$ cat src/rtl/mac_pipe_if.sv
// Streaming bus for mac_pipe: sample inputs in, result/status out.
interface mac_pipe_if #(
  parameter int LENGTH = 8,
  parameter int ACC_W  = 2*LENGTH+4,
  parameter int CNT_W  = 8
);
  logic              in_valid;
  logic              mode;
  logic              acc_clr;
  logic [LENGTH-1:0] A;
  logic [LENGTH-1:0] B;
  logic [LENGTH-1:0] C;
  logic              out_valid;
  logic [ACC_W-1:0]  DATA;
  logic              ovf;
  logic [CNT_W-1:0]  sample_cnt;

  // Sample source side
  modport master (
    output in_valid, mode, acc_clr, A, B, C,
    input  out_valid, DATA, ovf, sample_cnt
  );

  // MAC unit side
  modport slave (
    input  in_valid, mode, acc_clr, A, B, C,
    output out_valid, DATA, ovf, sample_cnt
  );
endinterface

$ cat src/rtl/mac_pipe.sv
// Three-stage multiply-add / multiply-accumulate unit.
//   S1: register operands and control.
//   S2: form the 2*LENGTH product, delay C/control alongside.
//   S3: add into DATA (MAD) or into the running accumulator (ACC).
// No back-pressure: one sample per clock, fixed two-edge latency to DATA.
module mac_pipe #(
  parameter int LENGTH = 8,
  parameter int ACC_W  = 2*LENGTH+4,
  parameter int SIGNED = 0,
  parameter int CNT_W  = 8
) (
  input  logic clk,
  input  logic rst_n,
  mac_pipe_if.slave bus
);

  localparam int PW     = 2*LENGTH;
  localparam int STAGES = 3;
  localparam bit SX     = (SIGNED != 0);
  localparam logic [CNT_W-1:0] CNT_MAX = '1;

  // The MAD path relies on ACC_W holding a full product plus addend.
  generate
    if (ACC_W < 2*LENGTH+1) begin : g_bad_acc_w
      $error("mac_pipe: ACC_W (%0d) must be >= 2*LENGTH+1 (%0d)", ACC_W, 2*LENGTH+1);
    end
  endgenerate

  typedef struct packed {
    logic              mode;
    logic              clr;
    logic [LENGTH-1:0] a;
    logic [LENGTH-1:0] b;
    logic [LENGTH-1:0] c;
  } s1_t;

  typedef struct packed {
    logic              mode;
    logic              clr;
    logic [PW-1:0]     prod;
    logic [LENGTH-1:0] c;
  } s2_t;

  // vld_pipe[1] = S1, [2] = S2, [3] = out_valid
  logic [STAGES:1]  vld_pipe;
  s1_t              s1;
  s2_t              s2;
  logic [ACC_W-1:0] acc;
  logic [ACC_W-1:0] data_q;
  logic             ovf_q;
  logic [CNT_W-1:0] cnt_q;

  // Valid shift register; reset flushes everything in flight.
  always_ff @(posedge clk or negedge rst_n) begin
    if (!rst_n) vld_pipe <= '0;
    else        vld_pipe <= {vld_pipe[STAGES-1:1], bus.in_valid};
  end

  // S1: capture operands and control every cycle.
  always_ff @(posedge clk or negedge rst_n) begin
    if (!rst_n) begin
      s1 <= '0;
    end else begin
      s1.mode <= bus.mode;
      s1.clr  <= bus.acc_clr;
      s1.a    <= bus.A;
      s1.b    <= bus.B;
      s1.c    <= bus.C;
    end
  end

  // Extend to 2*LENGTH before multiplying: the low 2*LENGTH bits of the
  // product of extended operands equal the signed or unsigned product.
  logic [PW-1:0] ax, bx, prod_s1;
  always_comb begin
    ax      = SX ? {{LENGTH{s1.a[LENGTH-1]}}, s1.a} : {{LENGTH{1'b0}}, s1.a};
    bx      = SX ? {{LENGTH{s1.b[LENGTH-1]}}, s1.b} : {{LENGTH{1'b0}}, s1.b};
    prod_s1 = ax * bx;
  end

  // S2: product register plus delayed C and control.
  always_ff @(posedge clk or negedge rst_n) begin
    if (!rst_n) begin
      s2 <= '0;
    end else begin
      s2.mode <= s1.mode;
      s2.clr  <= s1.clr;
      s2.prod <= prod_s1;
      s2.c    <= s1.c;
    end
  end

  // S3 arithmetic: extended operands, accumulate sum with overflow, MAD sum,
  // and the saturating sample counter's next value.
  logic [ACC_W-1:0] p_ext, c_ext, base, sum, mad;
  logic             carry, ov;
  logic [CNT_W-1:0] cnt_nxt;
  always_comb begin
    p_ext = {{(ACC_W-PW){SX & s2.prod[PW-1]}}, s2.prod};
    c_ext = {{(ACC_W-LENGTH){SX & s2.c[LENGTH-1]}}, s2.c};
    base  = s2.clr ? '0 : acc;
    {carry, sum} = {1'b0, base} + {1'b0, p_ext};
    if (SX) ov = (base[ACC_W-1] == p_ext[ACC_W-1]) && (sum[ACC_W-1] != base[ACC_W-1]);
    else    ov = carry;
    mad = p_ext + c_ext;
    if (s2.clr)              cnt_nxt = CNT_W'(1);
    else if (cnt_q == CNT_MAX) cnt_nxt = cnt_q;
    else                     cnt_nxt = cnt_q + CNT_W'(1);
  end

  // S3: result register, accumulator, sticky overflow and sample count.
  always_ff @(posedge clk or negedge rst_n) begin
    if (!rst_n) begin
      acc    <= '0;
      data_q <= '0;
      ovf_q  <= 1'b0;
      cnt_q  <= '0;
    end else if (vld_pipe[2]) begin
      if (s2.mode) begin
        acc    <= sum;
        data_q <= sum;
        ovf_q  <= (ovf_q & ~s2.clr) | ov;
        cnt_q  <= cnt_nxt;
      end else begin
        data_q <= mad;
        if (s2.clr) begin
          acc   <= '0;
          ovf_q <= 1'b0;
          cnt_q <= '0;
        end
      end
    end else if (s2.clr) begin
      // bubble clear: state reset, DATA held
      acc   <= '0;
      ovf_q <= 1'b0;
      cnt_q <= '0;
    end
  end

  assign bus.out_valid  = vld_pipe[STAGES];
  assign bus.DATA       = data_q;
  assign bus.ovf        = ovf_q;
  assign bus.sample_cnt = cnt_q;

endmodule

$ cat src/flat_wrapper.sv
// flat-port wrapper written by rule: the top's interface ports become plain ports
module mac_pipe_flat 
#(
  parameter int LENGTH = 8,
  parameter int ACC_W  = 2*LENGTH+4,
  parameter int SIGNED = 0,
  parameter int CNT_W  = 8
)
  (clk, rst_n, bus_in_valid, bus_mode, bus_acc_clr, bus_A, bus_B, bus_C, bus_out_valid, bus_DATA, bus_ovf, bus_sample_cnt);
  mac_pipe_if #(.LENGTH(LENGTH), .ACC_W(ACC_W), .CNT_W(CNT_W)) bus_i ();
  input  logic clk;
  input  logic rst_n;
  input wire logic [$bits(bus_i.in_valid)-1:0] bus_in_valid;
  input wire logic [$bits(bus_i.mode)-1:0] bus_mode;
  input wire logic [$bits(bus_i.acc_clr)-1:0] bus_acc_clr;
  input wire logic [$bits(bus_i.A)-1:0] bus_A;
  input wire logic [$bits(bus_i.B)-1:0] bus_B;
  input wire logic [$bits(bus_i.C)-1:0] bus_C;
  output wire logic [$bits(bus_i.out_valid)-1:0] bus_out_valid;
  output wire logic [$bits(bus_i.DATA)-1:0] bus_DATA;
  output wire logic [$bits(bus_i.ovf)-1:0] bus_ovf;
  output wire logic [$bits(bus_i.sample_cnt)-1:0] bus_sample_cnt;
  assign bus_i.in_valid = bus_in_valid;
  assign bus_i.mode = bus_mode;
  assign bus_i.acc_clr = bus_acc_clr;
  assign bus_i.A = bus_A;
  assign bus_i.B = bus_B;
  assign bus_i.C = bus_C;
  assign bus_out_valid = bus_i.out_valid;
  assign bus_DATA = bus_i.DATA;
  assign bus_ovf = bus_i.ovf;
  assign bus_sample_cnt = bus_i.sample_cnt;
  mac_pipe #(.LENGTH(LENGTH), .ACC_W(ACC_W), .SIGNED(SIGNED), .CNT_W(CNT_W)) u_core (.clk(clk), .rst_n(rst_n), .bus(bus_i));
endmodule
$ cat config.mk
export PLATFORM = sky130hd
export DESIGN_NAME = mac_pipe_flat
export DESIGN_NICKNAME = d
export VERILOG_FILES = /design/src/rtl/mac_pipe_if.sv /design/src/rtl/mac_pipe.sv /design/src/flat_wrapper.sv
export SDC_FILE = /design/constraint.sdc
export NUM_CORES = 1
export LEC_CHECK = 0
export CORE_MARGIN = 2
export CORE_UTILIZATION = 40
export CTS_CLUSTER_DIAMETER = 120
export CTS_CLUSTER_SIZE = 28
export DETAILED_ROUTE_END_ITERATION = 10
export GPL_ROUTABILITY_DRIVEN = 0
export HOLD_SLACK_MARGIN = 0.05
export PLACE_DENSITY = 0.66
export SYNTH_ARGS = -nofsm -noshare
export SYNTH_HDL_FRONTEND = slang
export SYNTH_SLANG_ARGS = --single-unit
$ cat constraint.sdc
create_clock -name clk -period 7.7 [get_ports clk]
set_input_delay 1.54 -clock clk [delete_from_list [all_inputs] [get_ports clk]]
set_output_delay 1.54 -clock clk [all_outputs]
set_load 0.005 [all_outputs]
==> results of run 1 <==
[cells in the mapped netlist, types with 2 or more instances]
| cell | count |
|---|---|
| o211ai_1 | 5 |
| nand3_1 | 10 |
| o21a_1 | 13 |
| or2_2 | 2 |
| and2_1 | 51 |
| a21o_1 | 5 |
| nand2_1 | 64 |
| clkbuf_1 | 12 |
| o221ai_1 | 4 |
| nor3b_1 | 2 |
| xor2_1 | 25 |
| a211oi_1 | 6 |
| o21ai_0 | 31 |
| o31ai_1 | 3 |
| fa_1 | 38 |
| mux2_2 | 4 |
| o32ai_1 | 2 |
| dfrtp_1 | 104 |
| xnor2_1 | 14 |
| and3_1 | 3 |
| a31oi_1 | 4 |
| and4_1 | 2 |
| o21ai_1 | 3 |
| a21oi_2 | 3 |
| nor3_1 | 9 |
| nand2b_1 | 4 |
| o31a_1 | 3 |
| inv_1 | 68 |
| nand4_1 | 6 |
| nor2b_1 | 27 |
| or3_1 | 2 |
| a21oi_1 | 31 |
| nor2_1 | 44 |
| ha_1 | 61 |
| mux2i_1 | 6 |
[metal layers]
layer | part of all wire [%] | routed length [um]
met2 | 48 | 6330
met3 | 3.2 | 428
met4 | 0.84 | 110
met5 | 0 | 0
met1 | 48 | 6300
[worst max-delay path by stage]
stage	start	cells after the start	slack [ns]	endpoint
final	u_core.ax[1]	16	3.20	u_core.p_ext[14]
after global routing	u_core.ax[0]	16	2.98	u_core.p_ext[14]
after CTS	u_core.ax[1]	16	3.17	u_core.p_ext[14]
after detailed placement	u_core.ax[1]	16	3.16	u_core.p_ext[14]
after global placement	u_core.ax[0]	16	3.24	u_core.p_ext[14]
after floorplan	u_core.bx[7]	16	3.40	u_core.p_ext[14]
[state kept, by name (all words and copies together), names as in the netlist]
name                   count
u_core.acc                20
u_core.bus.DATA           20
u_core.p_ext              16
u_core.s1                 10
u_core.ax                  8
u_core.bus.sample_cnt      8
u_core.bx                  8
u_core.c_ext               8
u_core.vld_pipe            3
u_core.s2                  2
u_core.bus.ovf             1
[stage by stage]
step                std cells  power (mW)  hold WS (ns)  instance area, sq um  utilization, %
detailed placement        968        1.74         0.335                  7770            45.4
floorplan                 694        1.47         0.331                  6920               -
CTS                       984        2.20         0.352                  8060            47.1
global placement          968        1.73         0.334                  7770            45.4
global route              984        2.37         0.355                  8060            47.1
finish                    984        2.17         0.350                  8060            47.1
[kinds of logic (layout without fill, tap and decap cells)]
group / after synthesis / count (layout) / synth area share [%]
xor+xnor: 39 / 39 / 4.93
simple gates: 233 / 233 / 17.2
mux: 10 / 10 / 1.52
flops: 104 / 104 / 37.6
buf+inv: 82 / 147 / 4.46
fa+ha+maj: 99 / 99 / 22.0
compound gates: 127 / 127 / 12.3
[area by class of cell]
cell class	count	area (sq um)
sequential	104	2600
clock inverter	6	51.3
inverter	68	255
fill	1643	9060
clock buffer	10	239
tap	225	282
timing repair buffer	63	616
multi-input combinational	508	4010
[critical path, stage by stage (launching register included)]
cell     delay [ns]
dfrtp_1        0.46
nand2_1        0.12
fa_1           0.50
fa_1           0.55
inv_1          0.05
fa_1           0.53
inv_1          0.05
fa_1           0.53
inv_1          0.04
ha_1           0.33
o21a_1         0.19
o21ai_0        0.13
a21oi_1        0.07
o21a_1         0.19
o21a_1         0.18
o41a_1         0.32
xor2_1         0.15
[power by group through the flow]
stage | Clock [mW] | Sequential, mW | Combinational (mW)
finish | 0.448 | 0.732 | 0.993
global route | 0.487 | 0.747 | 1.14
CTS | 0.466 | 0.732 | 1.01
detailed placement | 0 | 0.743 | 0.997
global placement | 0 | 0.741 | 0.988
floorplan | 0 | 0.721 | 0.749
==> flow_summary.yaml, run 1 <==
cts:
  cts_resized: 0
  cts_made_buffers: 9
  h-tree-depth: 3
  clkTransAtPathRegs_ns: 0.06
  cts_tree: "built"
  insertion_delay_ns: 0.36
  cts-root-buf: "clkbuf_16"
  cts.sinks: 104
  post_cts_buffers: 0
  clk_path_buf_depth: 2
  hold_buffers: 0
cells_and_area:
  fin_nets: 882
  drive_gt1_share_pct: 5.14
  diodes: 0
  final_common_cell: "dfrtp_1"
  layout_common_cells: "dfrtp_1 (104), inv_1 (68), nand2_1 (64)"
  area_growth_pct: 16.4
sta:
  worst_pin_slew_ns: 0.797
  skew_ns: 0.0121
  rsz0062_at_grt: "false"
  drv_slew: 0
  relSlewSlack_pct: 46.9
  period_share_pct: 58.5
  hold_viol_final: 0
  setup_tns_ns: 0
  layout_setup_ws_ns: 3.20
  fmax_mhz: 222
  setup-violations-final: 0
  post-route-min-period_ns: 4.50
grt:
  grt_max_degree: 68
  grtUsageMet3_pct: 3.52
  antenna_found_initial: 0
  grt-ovfl-total: 0
  gr-usage-met1_pct: 20.5
  track_usage_pct: 15.9
  grt_pass1_wl_um: 23200
  grt_pass1_vias: 4983
  grt.busiest_layer: "met2"
  use_met2_pct: 27.2
pwr:
  netSwitchingPower_uw: 812
  vdd_drop_max_v: 0.000155
  p_int_mw: 1.36
  p_leak_nw: 3.79
  comb_power_share_pct: 45.7
  seqPwrFrac_pct: 33.7
  clock_power_share_pct: 20.6
  p_per_area_mw_per_mm2: 270
  swShare_pct: 37.4
critical_path:
  arrival_ns: 4.74
  required_ns: 7.94
  cp-start-kind: "flop"
  criticalPathCategory: "reg2reg"
  worstRegToRegCells: 16
  crit_path_max_fanout: 8
  r2r-end: "u_core.p_ext[14]"
  worst-r2r-setup-slack_ns: 3.20
  r2r_start: "u_core.ax[1]"
  critPathCaptureType: "flop"
min_path:
  hold_path_class: "reg2reg"
  hold_depth: 0
  min_from: "u_core.s1[7]"
  holdPathEnd: "u_core.c_ext[7]"
logic_synthesis:
  ys.warnings.count: 0
  ys.flop_type: "dfrtp_1"
  syn_area_sq_mm: 0.00692
  synth_area_leaders: "dfrtp_1 (38%), ha_1 (11%), fa_1 (11%)"
  yosysSeqAreaShare_pct: 37.6
  ys_ff_latch: 104
  synth_nets: 822
  synth_cells: 694
  synth_top_cell_area_share_pct: 37.6
  synth-edff-count: 0
  async_flop_share_pct: 100
  avgSynthCellArea_sq_um: 9.98
  synth_cell_types: 58
  synth_top_area_cell: "dfrtp_1"
route:
  ant_nets: 0
  vias: 4795
  initialDrtViolationCount: 214
  vias_per_cell: 4.87
  first_pass_iters: 4
  wl_per_cell_um: 13.4
  drt_drc_violations_left: 0
  wirelength_um: 13200
run:
  cap_violations: 0
floorplanning:
  pin_count: 59
  die_y_um: 136
  dieArea_sq_mm: 0.0184
  start_util_pct: 40.5
  fp.dieW_um: 136
  core_sq_mm: 0.0171
  rows: 48
status:
  outcome: "finished clean"
place:
  dp.final_hpwl_um: 10100
  place_ws_ns: 3.16
  port_buffers: 58
Note: power is estimated with default switching activity, not from simulation.
==> inputs of run 2 (changes only) <==
- PLACE_DENSITY: 0.66 -> 0.68
- clock period: 7.7 -> 3.8 ns (I/O delays scaled with it)
==> run 2 against run 1 <==
The flow now finishes with violations (setup timing); via count increased by 4.8%; non-clock buffer count rose by 45; clock power increased by 100%; cell count rose by 4.5%; largest power group unchanged.
==> flow_summary.yaml, run 2 (synthesis gave the netlist of run 1 again) <==
cts:
  h-tree-depth: 3
  hold_buffers: 0
  cts_made_buffers: 9
  clk_path_buf_depth: 2
  cts-root-buf: "clkbuf_16"
  clkTransAtPathRegs_ns: 0.06
  cts.sinks: 104
  cts_tree: "built"
  insertion_delay_ns: 0.35
critical_path:
  arrival_ns: 4.52
  r2r_start: "u_core.ax[1]"
  crit_path_max_fanout: 5
  cp_slowest_cell: "fa_1"
  r2r-end: "u_core.p_ext[14]"
  crit_buf_inv: 3
  worst-r2r-setup-slack_ns: -0.49
  crit_path_frequent_cell: "fa_1"
  slowest_delay_ns: 0.54
  critPathCaptureType: "flop"
  path_cells: "nand2_2, fa_1, fa_1, inv_2, fa_1, inv_1, fa_1, inv_2, ha_4, o21a_1, o21ai_1, a21oi_2, o21a_1, o21a_1, o41a_1, xor2_1"
  worstRegToRegCells: 16
  criticalPathCategory: "reg2reg"
  required_ns: 4.03
  crit_family: "adder cells"
  crit_cells: 16
  cp-start-kind: "flop"
  critPathLaunch: "u_core.ax[1]"
pwr:
  vdd_drop_max_v: 0.000335
  p_per_area_mw_per_mm2: 556
  power_mw: 4.74
  p_leak_nw: 4.01
floorplanning:
  rows: 48
  fp.dieW_um: 136
  start_util_pct: 40.5
  pin_count: 59
  dieArea_sq_mm: 0.0184
  core_sq_mm: 0.0171
  die_y_um: 136
sta:
  setup_tns_ns: -1.77
  fin_hold_ws_ns: 0.348
  skew_ns: 0.00949
  period_share_pct: 113
  relSlewSlack_pct: 60.3
  post-route-min-period_ns: 4.29
  hold_viol_final: 0
  rsz0062_at_grt: "true"
  fmax_mhz: 233
  worst_pin_slew_ns: 0.588
  layout_setup_ws_ns: -0.490
  setup-violations-final: 7
  drv_slew: 0
grt:
  track_usage_pct: 16.1
  antenna_found_initial: 0
  grt_pass1_vias: 5049
  grt-ovfl-total: 0
  grt_pass1_wl_um: 23400
  grt_max_degree: 105
cells_and_area:
  drive_gt1_share_pct: 13.6
  fillers: 1567
  instances_no_fill: 1028
  layout_common_cells: "dfrtp_1 (99), inv_1 (65), nand2_1 (61)"
  final_common_cell: "dfrtp_1"
  stdcell_area_sq_mm: 0.00852
  diodes: 0
  fin_nets: 927
  area_growth_pct: 23.0
  finalCoreUtilization_pct: 49.8
route:
  ant_nets: 0
  initialDrtViolationCount: 159
  drt_drc_violations_left: 0
  vias: 5025
  first_pass_iters: 4
  wl_per_cell_um: 13.6
  vias_per_cell: 4.89
  wirelength_um: 13900
min_path:
  hold_depth: 0
  hold_path_class: "reg2reg"
  holdPathEnd: "u_core.c_ext[1]"
  min_from: "u_core.s1[1]"
status:
  outcome: "complete, but fails checks"
  failed_checks: "setup timing"
run:
  cap_violations: 0
place:
  dp.final_hpwl_um: 10500
  place_ws_ns: -0.520
  placed_cells: 1000
  port_buffers: 58
  placed_area_sq_mm: 0.00806
## run 2: cell count changes in the layout (fill, tap and decap cells not counted), sizes merged
cell      previous run  this run
clkbuf              10        12
buf                  6        51
clkinv               3         1
inv                 71        68
bufinv               0         1
clkinvlp             0         1
## run 2: routing by layer
layer,up-vias,share of wire [%],global-route usage [%]
met5,-,0,0
met4,0,1.3,4.57
met3,15,3.4,3.11
met2,76,49,27.9
met1,2382,46,20.5
li1,2552,-,-
## run 2: worst max path at each step
| stage | end | slack, ns |
|---|---|---|
| floorplan | u_core.p_ext[14] | -0.33 |
| global placement | u_core.p_ext[14] | -0.43 |
| detailed placement | u_core.p_ext[14] | -0.52 |
| CTS | u_core.p_ext[14] | -0.44 |
| global route | u_core.p_ext[14] | -0.67 |
| finish | u_core.p_ext[14] | -0.49 |
## run 2: repair_timing
action | 4_1_cts | 5_1_grt
pin swaps | 13 | 11
endpoints found under the setup margin | 6 | 8
buffers inserted | 4 | 10
resized for setup | 10 | 14
## run 2: layout make-up
cell class / count / area (sq um) / area share (%)
clock buffers: 12 / 246 / 2.89
clock inverters: 3 / 42.5 / 0.499
inverters: 68 / 255 / 3.00
multi-input cells: 508 / 4120 / 48.3
flip-flops and latches: 104 / 2610 / 30.6
well taps: 225 / 282 / 3.30
repair buffers: 108 / 970 / 11.4
## run 2: report_power, final
part	switching (mW)	leakage, nW	internal, mW
Clock	0.392	0.139	0.524
Combinational	1.18	2.59	1.16
Sequential	0.150	1.28	1.33
==> inputs of run 3 (changes only) <==
- CTS_CLUSTER_SIZE: 28 -> 16
- PLACE_DENSITY: 0.68 -> default
- PLACE_DENSITY_LB_ADDON: default -> 0.08
==> run 3 against run 2 <==
The flow still finishes with violations (setup timing); register-to-register slack about the same; design area decreased by 0.51%; fmax shrank 0.15%.
==> flow_summary.yaml, run 3 (synthesis gave the netlist of run 1 again) <==
status:
  outcome: "complete, but fails checks"
  failed_checks: "setup timing"
cells_and_area:
  diodes: 0
  area_growth_pct: 22.4
  instances_no_fill: 1021
  layout_common_cells: "dfrtp_1 (96), inv_1 (63), nand2_1 (61)"
  regArea_sq_mm: 0.00261
  final_common_cell: "dfrtp_1"
  fillers: 1586
  drive_gt1_share_pct: 13.9
  stdcell_area_sq_mm: 0.00848
  fin_nets: 919
  multiInputGateArea_sq_mm: 0.00413
sta:
  relSlewSlack_pct: 47.3
  hold_viol_final: 0
  worst_pin_slew_ns: 0.790
  fmax_mhz: 233
  fin_hold_ws_ns: 0.353
  post-route-min-period_ns: 4.30
  period_share_pct: 113
  skew_ns: 0.00641
  drv_slew: 0
  rsz0062_at_grt: "true"
  setup-violations-final: 5
  layout_setup_ws_ns: -0.497
route:
  vias: 5142
  vias_per_cell: 5.04
  wl_per_cell_um: 14.7
  ant_nets: 0
  wirelength_um: 15000
  first_pass_iters: 4
  drt_drc_violations_left: 0
  initialDrtViolationCount: 193
grt:
  use_met2_pct: 31.1
  track_usage_pct: 17.5
  grtUsageMet3_pct: 2.62
  grt_pass1_wl_um: 25200
  grt_max_degree: 48
  grt.busiest_layer: "met2"
  grt-ovfl-total: 0
  antenna_found_initial: 0
  gr-usage-met1_pct: 21.3
  grt_pass1_vias: 5334
critical_path:
  cp_slowest_cell: "fa_1"
  r2r-end: "u_core.p_ext[14]"
  slowest_delay_ns: 0.56
  crit_buf_inv: 2
  worst-r2r-setup-slack_ns: -0.50
  r2r_start: "u_core.ax[3]"
  crit_path_frequent_cell: "fa_1"
  critPathCaptureType: "flop"
  crit_path_max_fanout: 6
  cp-start-kind: "flop"
  path_cells: "and2_4, fa_1, fa_1, fa_1, inv_1, fa_1, inv_1, ha_4, o21a_1, o21ai_2, a21oi_2, o21a_1, o21a_1, o41a_1, xor2_1"
  required_ns: 4.05
  criticalPathCategory: "reg2reg"
  arrival_ns: 4.55
  crit_family: "adder cells"
  worstRegToRegCells: 15
pwr:
  power_mw: 4.77
  p_leak_nw: 3.96
  p_per_area_mw_per_mm2: 563
  vdd_drop_max_v: 0.000252
cts:
  clk_path_buf_depth: 2
  cts.sinks: 104
  cts_made_buffers: 9
  h-tree-depth: 3
  hold_buffers: 0
  cts-root-buf: "clkbuf_16"
  cts_tree: "built"
  insertion_delay_ns: 0.36
  clkTransAtPathRegs_ns: 0.07
floorplanning:
  rows: 48
  fp.dieW_um: 136
  pin_count: 59
  die_y_um: 136
  core_sq_mm: 0.0171
  dieArea_sq_mm: 0.0184
  start_util_pct: 40.5
run:
  cap_violations: 0
place:
  dp.final_hpwl_um: 11500
  placed_cells: 994
  port_buffers: 58
  placed_area_sq_mm: 0.00801
min_path:
  holdPathEnd: "u_core.c_ext[6]"
  hold_path_class: "reg2reg"
  hold_depth: 0
  min_from: "u_core.s1[6]"
==> run 3: cell types whose count changed in the layout (fill, tap and decap cells not counted), sizes merged <==
cell | before | now
clkinvlp | 1 | 0
clkinv | 1 | 4
buf | 51 | 43
bufinv | 1 | 0
inv | 68 | 70
clkbuf | 12 | 10
==> run 3: how the worst max path moves through the flow <==
stage | start | end | slack [ns] | depth (start not counted)
floorplan | u_core.bx[5] | u_core.p_ext[14] | -0.33 | 16
global placement | u_core.ax[1] | u_core.p_ext[14] | -0.48 | 16
detailed placement | u_core.ax[1] | u_core.p_ext[14] | -0.56 | 16
CTS | u_core.ax[0] | u_core.p_ext[14] | -0.48 | 16
global route | u_core.ax[5] | u_core.p_ext[14] | -0.67 | 16
finish | u_core.ax[3] | u_core.p_ext[14] | -0.50 | 15
==> run 3: repair_timing <==
item                                    4_1_cts  5_1_grt
resized for setup                            11       20
buffers inserted                              3       10
endpoints found under the setup margin        6        9
pin swaps                                     6       18
==> run 3: power breakdown <==
group / internal [mW] / switching (mW) / total (mW) / leakage (nW)
clock: 0.479 / 0.458 / 0.937 / 0.148
combinational: 1.15 / 1.19 / 2.34 / 2.54
sequential: 1.33 / 0.162 / 1.49 / 1.28
==> run 3: worst reg2reg max path, cell delays in order, from the launching register on <==
cell	delay [ns]
dfrtp_2	0.45
and2_4	0.17
fa_1	0.56
fa_1	0.43
fa_1	0.49
inv_1	0.06
fa_1	0.53
inv_1	0.07
ha_4	0.24
o21a_1	0.11
o21ai_2	0.15
a21oi_2	0.06
o21a_1	0.21
o21a_1	0.20
o41a_1	0.32
xor2_1	0.14
==> run 3: area by class of cell <==
class	instances	area share [%]
well taps	225	3.32
multi-input cells	508	48.7
clock buffers	10	2.82
inverters	68	3.01
flip-flops and latches	104	30.8
clock inverters	6	0.738
repair buffers	100	10.5
==> run 3: metrics by stage <==
step	setup TNS (ns)	worst slack, ns	util, %
finish	-1.70	-0.497	49.5
global route	-2.74	-0.672	49.5
CTS	-1.72	-0.482	48.8
detailed placement	-2.03	-0.556	46.8
global placement	-1.65	-0.475	46.8
floorplan	-0.692	-0.327	-
==> run 3: layer usage <==
layer | wire [um] | part of all wire [%] | vias up
met5 | 0 | 0 | -
met4 | 284 | 1.9 | 0
met3 | 371 | 2.5 | 21
met2 | 7620 | 51 | 84
met1 | 6700 | 45 | 2503
li1 | - | - | 2534
